===== config.mk =====
export PLATFORM = sky130hd
export DESIGN_NAME = prog_counter
export DESIGN_NICKNAME = d
export VERILOG_FILES = /design/src/rtl/prog_counter.sv
export SDC_FILE = /design/constraint.sdc
export NUM_CORES = 1
export LEC_CHECK = 0
export BUFFER_PORTS_ARGS = -buffer_cell sky130_fd_sc_hd__buf_2
export CORE_AREA = 2 2 127 129
export DETAILED_ROUTE_END_ITERATION = 12
export DIE_AREA = 0 0 129 131
export PLACE_DENSITY = 0.71
export SYNTH_ARGS = -nofsm -noshare
export SYNTH_HDL_FRONTEND = slang
export SYNTH_SLANG_ARGS = --single-unit

===== constraint.sdc =====
create_clock -name Clk -period 4.87 [get_ports Clk]
set_clock_uncertainty 0.2 [all_clocks]
set_input_delay 0.487 -clock Clk [delete_from_list [all_inputs] [get_ports Clk]]
set_output_delay 0.487 -clock Clk [all_outputs]
set_load 0.01 [all_outputs]

===== src/rtl/prog_counter.sv =====
// Programmable up/down counter/timer with prescaler, limit and three boundary
// modes (wrap, saturate, one-shot). Emits a one-cycle terminal-count pulse,
// a sticky wrap flag and RUN/DONE status flags. Every output is registered.
//
// Control protocol: there is no valid/ready handshake. clear, load and enable
// are level inputs sampled on every rising edge. Priority is Reset_n=0, then
// clear, then load, then counting. mode, up_down, limit and prescale are not
// latched; the values present at the edge of a tick decide that tick.
// running/done together expose the full FSM state for observation.
module prog_counter #(
    parameter int WIDTH = 32,
    parameter int PRE_W = 8
) (
    input  logic             Clk,
    input  logic             Reset_n,
    input  logic             clear,
    input  logic             load,
    input  logic [WIDTH-1:0] load_value,
    input  logic             enable,
    input  logic             up_down,
    input  logic [1:0]       mode,
    input  logic [WIDTH-1:0] limit,
    input  logic [PRE_W-1:0] prescale,
    output logic [WIDTH-1:0] count,
    output logic             tc,
    output logic             wrapped,
    output logic             running,
    output logic             done
);

    typedef enum logic [1:0] {
        ST_IDLE = 2'd0,
        ST_RUN  = 2'd1,
        ST_DONE = 2'd2
    } state_t;

    localparam logic [1:0] MODE_SAT     = 2'b01;
    localparam logic [1:0] MODE_ONESHOT = 2'b10;

    state_t           state_q, state_d;
    logic [WIDTH-1:0] count_q, count_d;
    logic [PRE_W-1:0] pcnt_q, pcnt_d;
    logic             tc_q, tc_d;
    logic             wrapped_q, wrapped_d;

    logic             tick;
    logic             at_boundary;
    logic [WIDTH-1:0] count_step;
    logic [WIDTH-1:0] boundary_value;
    logic [WIDTH-1:0] wrap_value;

    // Next-state, prescaler and count update; defaults hold every register.
    always_comb begin
        state_d   = state_q;
        count_d   = count_q;
        pcnt_d    = pcnt_q;
        tc_d      = 1'b0;
        wrapped_d = wrapped_q;

        // A tick only happens while running; the prescaler freezes otherwise.
        tick = (state_q == ST_RUN) && (pcnt_q == prescale);

        // Boundary test, one-step move and wrap target depend on direction.
        if (up_down) begin
            at_boundary    = (count_q >= limit);
            count_step     = count_q + WIDTH'(1);
            boundary_value = limit;
            wrap_value     = '0;
        end else begin
            at_boundary    = (count_q == '0);
            count_step     = count_q - WIDTH'(1);
            boundary_value = '0;
            wrap_value     = limit;
        end

        if (clear) begin
            state_d   = ST_IDLE;
            count_d   = '0;
            pcnt_d    = '0;
            wrapped_d = 1'b0;
        end else if (load) begin
            // Load keeps the state, except that it re-arms a finished one-shot.
            count_d = load_value;
            pcnt_d  = '0;
            if (state_q == ST_DONE) begin
                state_d = ST_IDLE;
            end
        end else begin
            case (state_q)
                ST_IDLE: begin
                    if (enable) begin
                        state_d = ST_RUN;
                    end
                end
                ST_RUN: begin
                    if (!enable) begin
                        state_d = ST_IDLE;
                    end
                    if (tick) begin
                        pcnt_d = '0;
                        if (!at_boundary) begin
                            count_d = count_step;
                            // Saturate pulses only on the step that lands on the boundary.
                            if (mode == MODE_SAT && count_step == boundary_value) begin
                                tc_d = 1'b1;
                            end
                        end else if (mode == MODE_SAT) begin
                            count_d = count_q;
                        end else if (mode == MODE_ONESHOT) begin
                            // Finishing wins over a simultaneous enable drop.
                            tc_d    = 1'b1;
                            state_d = ST_DONE;
                        end else begin
                            count_d   = wrap_value;
                            tc_d      = 1'b1;
                            wrapped_d = 1'b1;
                        end
                    end else begin
                        // Lowering prescale below pcnt lets this wrap around naturally.
                        pcnt_d = pcnt_q + PRE_W'(1);
                    end
                end
                ST_DONE: begin
                    state_d = ST_DONE;
                end
                default: begin
                    state_d = ST_IDLE;
                end
            endcase
        end
    end

    // Register bank with synchronous active-low reset.
    always_ff @(posedge Clk) begin
        if (!Reset_n) begin
            state_q   <= ST_IDLE;
            count_q   <= '0;
            pcnt_q    <= '0;
            tc_q      <= 1'b0;
            wrapped_q <= 1'b0;
        end else begin
            state_q   <= state_d;
            count_q   <= count_d;
            pcnt_q    <= pcnt_d;
            tc_q      <= tc_d;
            wrapped_q <= wrapped_d;
        end
    end

    assign count   = count_q;
    assign tc      = tc_q;
    assign wrapped = wrapped_q;
    assign running = (state_q == ST_RUN);
    assign done    = (state_q == ST_DONE);

endmodule


======== Word level (Yosys, flattened, before mapping) ========
Cells that the tools add are included.
storage, ports and cells
  bits in registers ....................... 44
  logic and storage cells ................. 60
  input bits .............................. 80
  output and inout bits ................... 36
cells by class
  eq/ne operators ......................... 10
  muxes and demuxes ....................... 23
  add/subtract/negate cells ............... 3
  order comparisons ....................... 1
  bitwise logic cells ..................... 6
  reductions and logical operators ........ 12
operator list
  cell                   number
  $mux 32                9
  $add 32x1->32 const B  1
  $eq 32x32->1           1
  $ge 32x32->1           1
  $logic_not 32->1       1
  $sub 32x1->32 const B  1
  $mux 2                 8
  $ne 3x3->1 const B     3
  $add 8x1->8 const B    1
  $eq 8x8->1             1
  $mux 8                 1
  $not 1->1              6
  $pmux 2 s3             1
  $reduce_and 6->1       1
  $reduce_or 5->1        1
  $eq 2x1->1 const B     2
  $eq 2x2->1 const B     2
  $mux 1                 4
  $reduce_and 4->1       1
  $reduce_bool 2->1      2
  $reduce_or 3->1        1
  $logic_and 1x1->1      2
  $logic_not 2->1        1
  $ne 2x1->1 const B     1
  other kinds (2)        2

======== Longest topological paths before layout ========
  depth in word-level cells ............... 7
  gate-level depth with buffers ........... 16
  depth with buffers taken out ............ 13

======== Least setup slack after synthesis ========
Ideal clock, no wire load.
  path kind ............................... in2reg
  start point ............................. input up_down
  end point ............................... register tc_q (netlist: tc)
  cell stages on the path ................. 16
  slack ................................... -0.203 ns
  setup time .............................. 0.060 ns
  buffers on the path ..................... 3
  arrival time ............................ 4.813 ns
  data required time ...................... 4.610 ns
  path through ............................ inv_1 > clkbuf_1 > clkbuf_1 > ha_1 > buf_6 > a21o_1 > a31o_2 > or4_1 > o211ai_2 > xnor2_1 > nand4_1 > a221oi_1 > o211ai_1 > a2111o_1 > nor4_1 > a32o_1
on the way
  cells in the longest elaborated chain, start to end .. 5
  elaborated cells on any way between the ends .. 7
  classes of those cells .................. eq/ne (1); mux (5); reduce/logical (1)
RTL lines
  element               RTL line  RTL
  from (decl)           20        input logic up_down,
  $mux 32               64        if (up_down) begin
  $eq 32x32->1          104       if (mode == MODE_SAT && count_step == boundary_value) begin
  $logic_and 1x1->1     104
  $mux 1                104
  $mux 1 (*)            101       if (!at_boundary) begin
  to (signal assigned)  145       tc_q <= tc_d;
  to (decl)             43        logic tc_q, tc_d;
Mark *: on every way between the ends. The rest lies on a longest branch, timed or not.
A chain may end at the register's enable or synchronous reset.

======== Worst setup path after layout ========
  start point ............................. register count_q[0] (netlist: count[0])
  end point ............................... register tc_q (netlist: tc)
on the way
  cells in the longest elaborated chain, start to end .. 6
  elaborated cells on any way between the ends .. 10
  classes of those cells .................. add/sub (2); order compare (1); eq/ne (1); mux (4); reduce/logical (2)
RTL lines
  element                                         RTL line  RTL
  from (decl)                                     41        logic [WIDTH-1:0] count_q, count_d;
  from (signal assigned)                          143       count_q <= count_d;
  $sub 32x1->32 or $add 32x1->32 (tied branches)  71, 66
  $mux 32                                         64
  $eq 32x32->1                                    104
  $logic_and 1x1->1                               104
  $mux 1                                          104
  $mux 1 (*)                                      101
Marked as above.

==> impl_metrics.yaml <==
outcome:
  status: "finished, final reports clean"
floorplanning:
  core-area_mm2: 0.01560
  die_w_um: 129
  io-pin-count: 116
  die-height_um: 131
  floorplan.initialDensity_pct: 39.43
  die-area_mm2: 0.01690
  core.rowCount: 46
finish:
  layout.cell_area.non_filler_mm2: 0.007057
  antennaDiodeCount: 0
  fillers: 1635
  areaGrowthSynthToFinish_pct: 14.75
  storage_element_area_um2: 880.8
  share_of_final_layout_standard_cells_stronger_than_drive_strength_1_pct: 17.26
  fin_nets: 1095
  multiInputGateArea_mm2: 0.004913
global_routing:
  gr-max-usage-layer: "met2"
  grt_util_all_layers_pct: 24.23
  global_routing_met2_resource_utilization_pct: 39.25
  antenna_found_initial: 0
  total_grt_overflow: 0
  via_count_of_the_first_global_routing_pass: 6233
  grt_util_met1_pct: 33.29
  global_route.usage.met3_pct: 3.420
  maximum_number_of_pins_on_one_net_before_global_route_repair: 71
  global_route_wire_length_before_repair_um: 32490
clock_network:
  h-tree-depth: 2
  root_driver: "sky130_fd_sc_hd__clkbuf_16"
  hold_buffers: 0
  tritoncts: "done"
  post_cts_buffers: 0
  cts-buffers-inserted: 5
  clockBufferDepth: 2
  clock-sinks: 44
  cts_resized: 0
  clk_pin_slew_ps: 70
  clkLatencyLatePin_ps: 310
timing:
  period_needed_ps: 4330
  totalNegativeSetupSlack_ps: 0
  hold_viol_final: 0
  layout_worst_path_cycle_share_pct: 88.91
  fmax_mhz: 231.0
  max_slew_margin_pct: 51.16
  slew_viol_final: 0
  setup_viol: 0
  worst-slew-pin-transition_ps: 732.6
  rsz0062_at_grt: "false"
critical_path:
  timing.critical_path.buf_inv: 1
  worstSetupStartpointType: "flip-flop"
  path_cells: "inv_1 > fa_1 > and2b_4 > o2111a_2 > o21ai_1 > o31ai_1 > xnor2_1 > o2111ai_1 > nor4_1 > o211ai_1 > a2111o_1 > nor4_1 > a32o_1"
  critical_path.reg2reg.startpoint: "count[0]$_SDFFE_PP0P_"
  regToRegEndpoint: "tc$_SDFF_PP0_"
  path_common_cell: "sky130_fd_sc_hd__nor4_1"
  critical-path-slowest-cell: "sky130_fd_sc_hd__dfxtp_1"
  worst_path_arrival_time_ps: 4380
  worst-path-max-fanout: 8
  end_kind: "flip-flop"
  crit_required_ps: 4920
  reg2reg_depth: 13
  critPathKind: "flip-flop to flip-flop"
  cpPeakStageDelay_ps: 490
  reg2reg_setup_slack_ps: 540
  critical-path-top-delay-family: "compound AO/OA/AOI/OAI gates"
synth:
  syn-instance-count: 863
  most_common_flop_cell_mapped_by_yosys: "sky130_fd_sc_hd__dfxtp_1"
  synth_seq_cells: 44
  synth_cell_type_count: 74
  synth_area_per_cell_um2: 7.126
  postSynth.asyncResetShare_pct: 0
  seq_area_frac_synth_pct: 14.32
  netlist_area_mm2: 0.006150
  synth_nets: 1009
  number_of_flops_mapped_to_enable_cells_by_yosys: 0
  synth.yosys.warnings: 0
drt:
  drt_iter0_markers: 513
  via_per_inst: 5.791
  detail_route.drc_violations: 0
  route.antenna.remaining_nets: 0
  vias: 6752
  dr.pass1.iters: 5
  wl_um: 20770
  avgRoutedWirePerCell_um: 17.81
power:
  logic_gate_share_of_total_power_pct: 42.6
  power.net_switching_mw: 0.5265
  total_leakage_power_nw: 3.314
  vdd.ir_drop.worst_mv: 0.1147
  cellPowerDensity_mw_per_mm2: 186.3
  p_int_mw: 0.7884
  switching_share_pct: 40.04
  seq_power_share_pct: 29.6
  power_frac_clock_pct: 27.8
placement:
  gp_routability_congestion: 0.9847
  port_buffers: 115
  place.detailed.hpwl_um: 16230
  postPlaceCellArea_mm2: 0.006908
min_path:
  hp-start: "Reset_n"
  worst_hold_path_type: "primary input to flip-flop"
  worst_hold_path.num_cells: 3
  timing.hold.worst_endpoint: "count[31]$_SDFFE_PP0P_"
job:
  max_cap_viol_count: 0
==> power groups by stage <==
stage          sequential, mW  combinational, mW  clock, mW
2_1_floorplan           0.394              0.387          0
3_5_place_dp            0.397              0.550          0
4_1_cts                 0.389              0.553      0.373
3_3_place_gp            0.397              0.547          0
6_report                0.389              0.561      0.365
5_1_grt                 0.391              0.618      0.383
==> through the flow <==
stage               hold slack, ps  std cells  power (mW)  setup slack [ps]  util, %
finish                       243.9       1166       1.315             540.3    45.24
global route                 261.0       1166       1.393             307.2    45.24
CTS                          237.5       1166       1.315             628.5    45.24
detailed placement           274.2       1158      0.9477             400.5    44.29
global placement             262.0       1158      0.9437             446.2    44.29
floorplan                    284.4        863      0.7817             296.9        -
==> cell usage after synthesis (4+ instances only) <==
master	instances	area, µm²
sky130_fd_sc_hd__nand2b_1	7	43.79
sky130_fd_sc_hd__buf_2	6	30.03
sky130_fd_sc_hd__xnor2_1	22	192.7
sky130_fd_sc_hd__mux2_2	11	123.9
sky130_fd_sc_hd__o211ai_1	11	82.58
sky130_fd_sc_hd__nor2b_1	4	25.02
sky130_fd_sc_hd__a31oi_1	8	50.05
sky130_fd_sc_hd__and3_1	6	37.54
sky130_fd_sc_hd__o2111ai_1	4	35.03
sky130_fd_sc_hd__ha_1	65	813.3
sky130_fd_sc_hd__clkbuf_1	38	142.6
sky130_fd_sc_hd__o21ai_0	43	215.2
sky130_fd_sc_hd__nand4_1	24	150.1
sky130_fd_sc_hd__nand2_1	65	244.0
sky130_fd_sc_hd__a31o_2	5	43.79
sky130_fd_sc_hd__nand3_1	23	115.1
sky130_fd_sc_hd__inv_1	48	180.2
sky130_fd_sc_hd__nor3_1	30	150.1
sky130_fd_sc_hd__and2_1	4	25.02
sky130_fd_sc_hd__xor2_1	23	201.4
sky130_fd_sc_hd__o21bai_1	4	30.03
sky130_fd_sc_hd__and4_1	5	43.79
sky130_fd_sc_hd__a21oi_1	93	465.5
sky130_fd_sc_hd__or3_1	4	25.02
sky130_fd_sc_hd__a21o_1	14	105.1
sky130_fd_sc_hd__dfxtp_1	44	880.8
sky130_fd_sc_hd__mux2i_1	26	260.3
sky130_fd_sc_hd__nor2_1	115	431.7
sky130_fd_sc_hd__a211oi_1	12	90.09
sky130_fd_sc_hd__a21boi_0	4	30.03
sky130_fd_sc_hd__nor4_1	14	87.58
sky130_fd_sc_hd__o21a_1	6	45.04
==> sequential cells by signal, summed over array words and instances (netlist names) <==
register / cells
wrapped: 1
tc: 1
pcnt_q: 8
state_q: 2
count: 32
==> cell usage in the layout (no fill, tap or decap), drive strengths merged, types with 4 or more instances in the layout <==
master / instances
xnor2: 22
a21boi: 4
mux2: 11
mux2i: 26
xor2: 25
o21ai: 45
nor2b: 4
o211ai: 12
o31ai: 4
nand2b: 7
clkbuf: 5
or2: 5
a21oi: 93
inv: 47
a211oi: 12
and4: 5
or3: 4
o21bai: 4
o21a: 6
and3: 6
nor4: 14
dfxtp: 44
a21o: 14
nor2: 116
a31o: 6
and2: 4
buf: 125
o2111ai: 4
nand4: 24
nor3: 30
nand2: 65
nand3: 23
a31oi: 9
ha: 65
==> routing by layer <==
metal  routed length (µm)  part of all wire, %
met1                 9681                   47
met2                 9398                   45
met3                 1124                  5.4
met4                  561                  2.7
met5                    0                    0
==> worst max-delay path by stage <==
stage               cells past startpoint  slack (ps)                  start             to
floorplan                              16         300                up_down  tc$_SDFF_PP0_
global placement                       15         450                up_down  tc$_SDFF_PP0_
detailed placement                     15         400                up_down  tc$_SDFF_PP0_
CTS                                    13         630  count[0]$_SDFFE_PP0P_  tc$_SDFF_PP0_
global route                           13         310  count[0]$_SDFFE_PP0P_  tc$_SDFF_PP0_
finish                                 13         540  count[0]$_SDFFE_PP0P_  tc$_SDFF_PP0_
==> tightest hold or removal path, stage by stage <==
cell and delay [ps]:
sky130_fd_sc_hd__buf_2 90, sky130_fd_sc_hd__nand4b_1 80, sky130_fd_sc_hd__o41ai_1 60
==> cell families after synthesis <==
logic type / Yosys count / share of synthesized area [%]
xor+xnor: 50 / 8.036
buf+inv: 94 / 5.982
compound gates: 251 / 26.74
simple gates: 321 / 25.13
mux: 37 / 6.246
flops: 44 / 14.32
fa+ha+maj: 66 / 13.55
==> layout make-up <==
class	count	area share (%)
inverters	48	2.553
multi-input cells	725	69.63
flip-flops and latches	44	12.48
well taps	216	3.830
clock buffers	5	1.773
repair buffers	125	9.397
clock inverters	3	0.3369
Note: power is estimated with default switching activity, not from simulation.
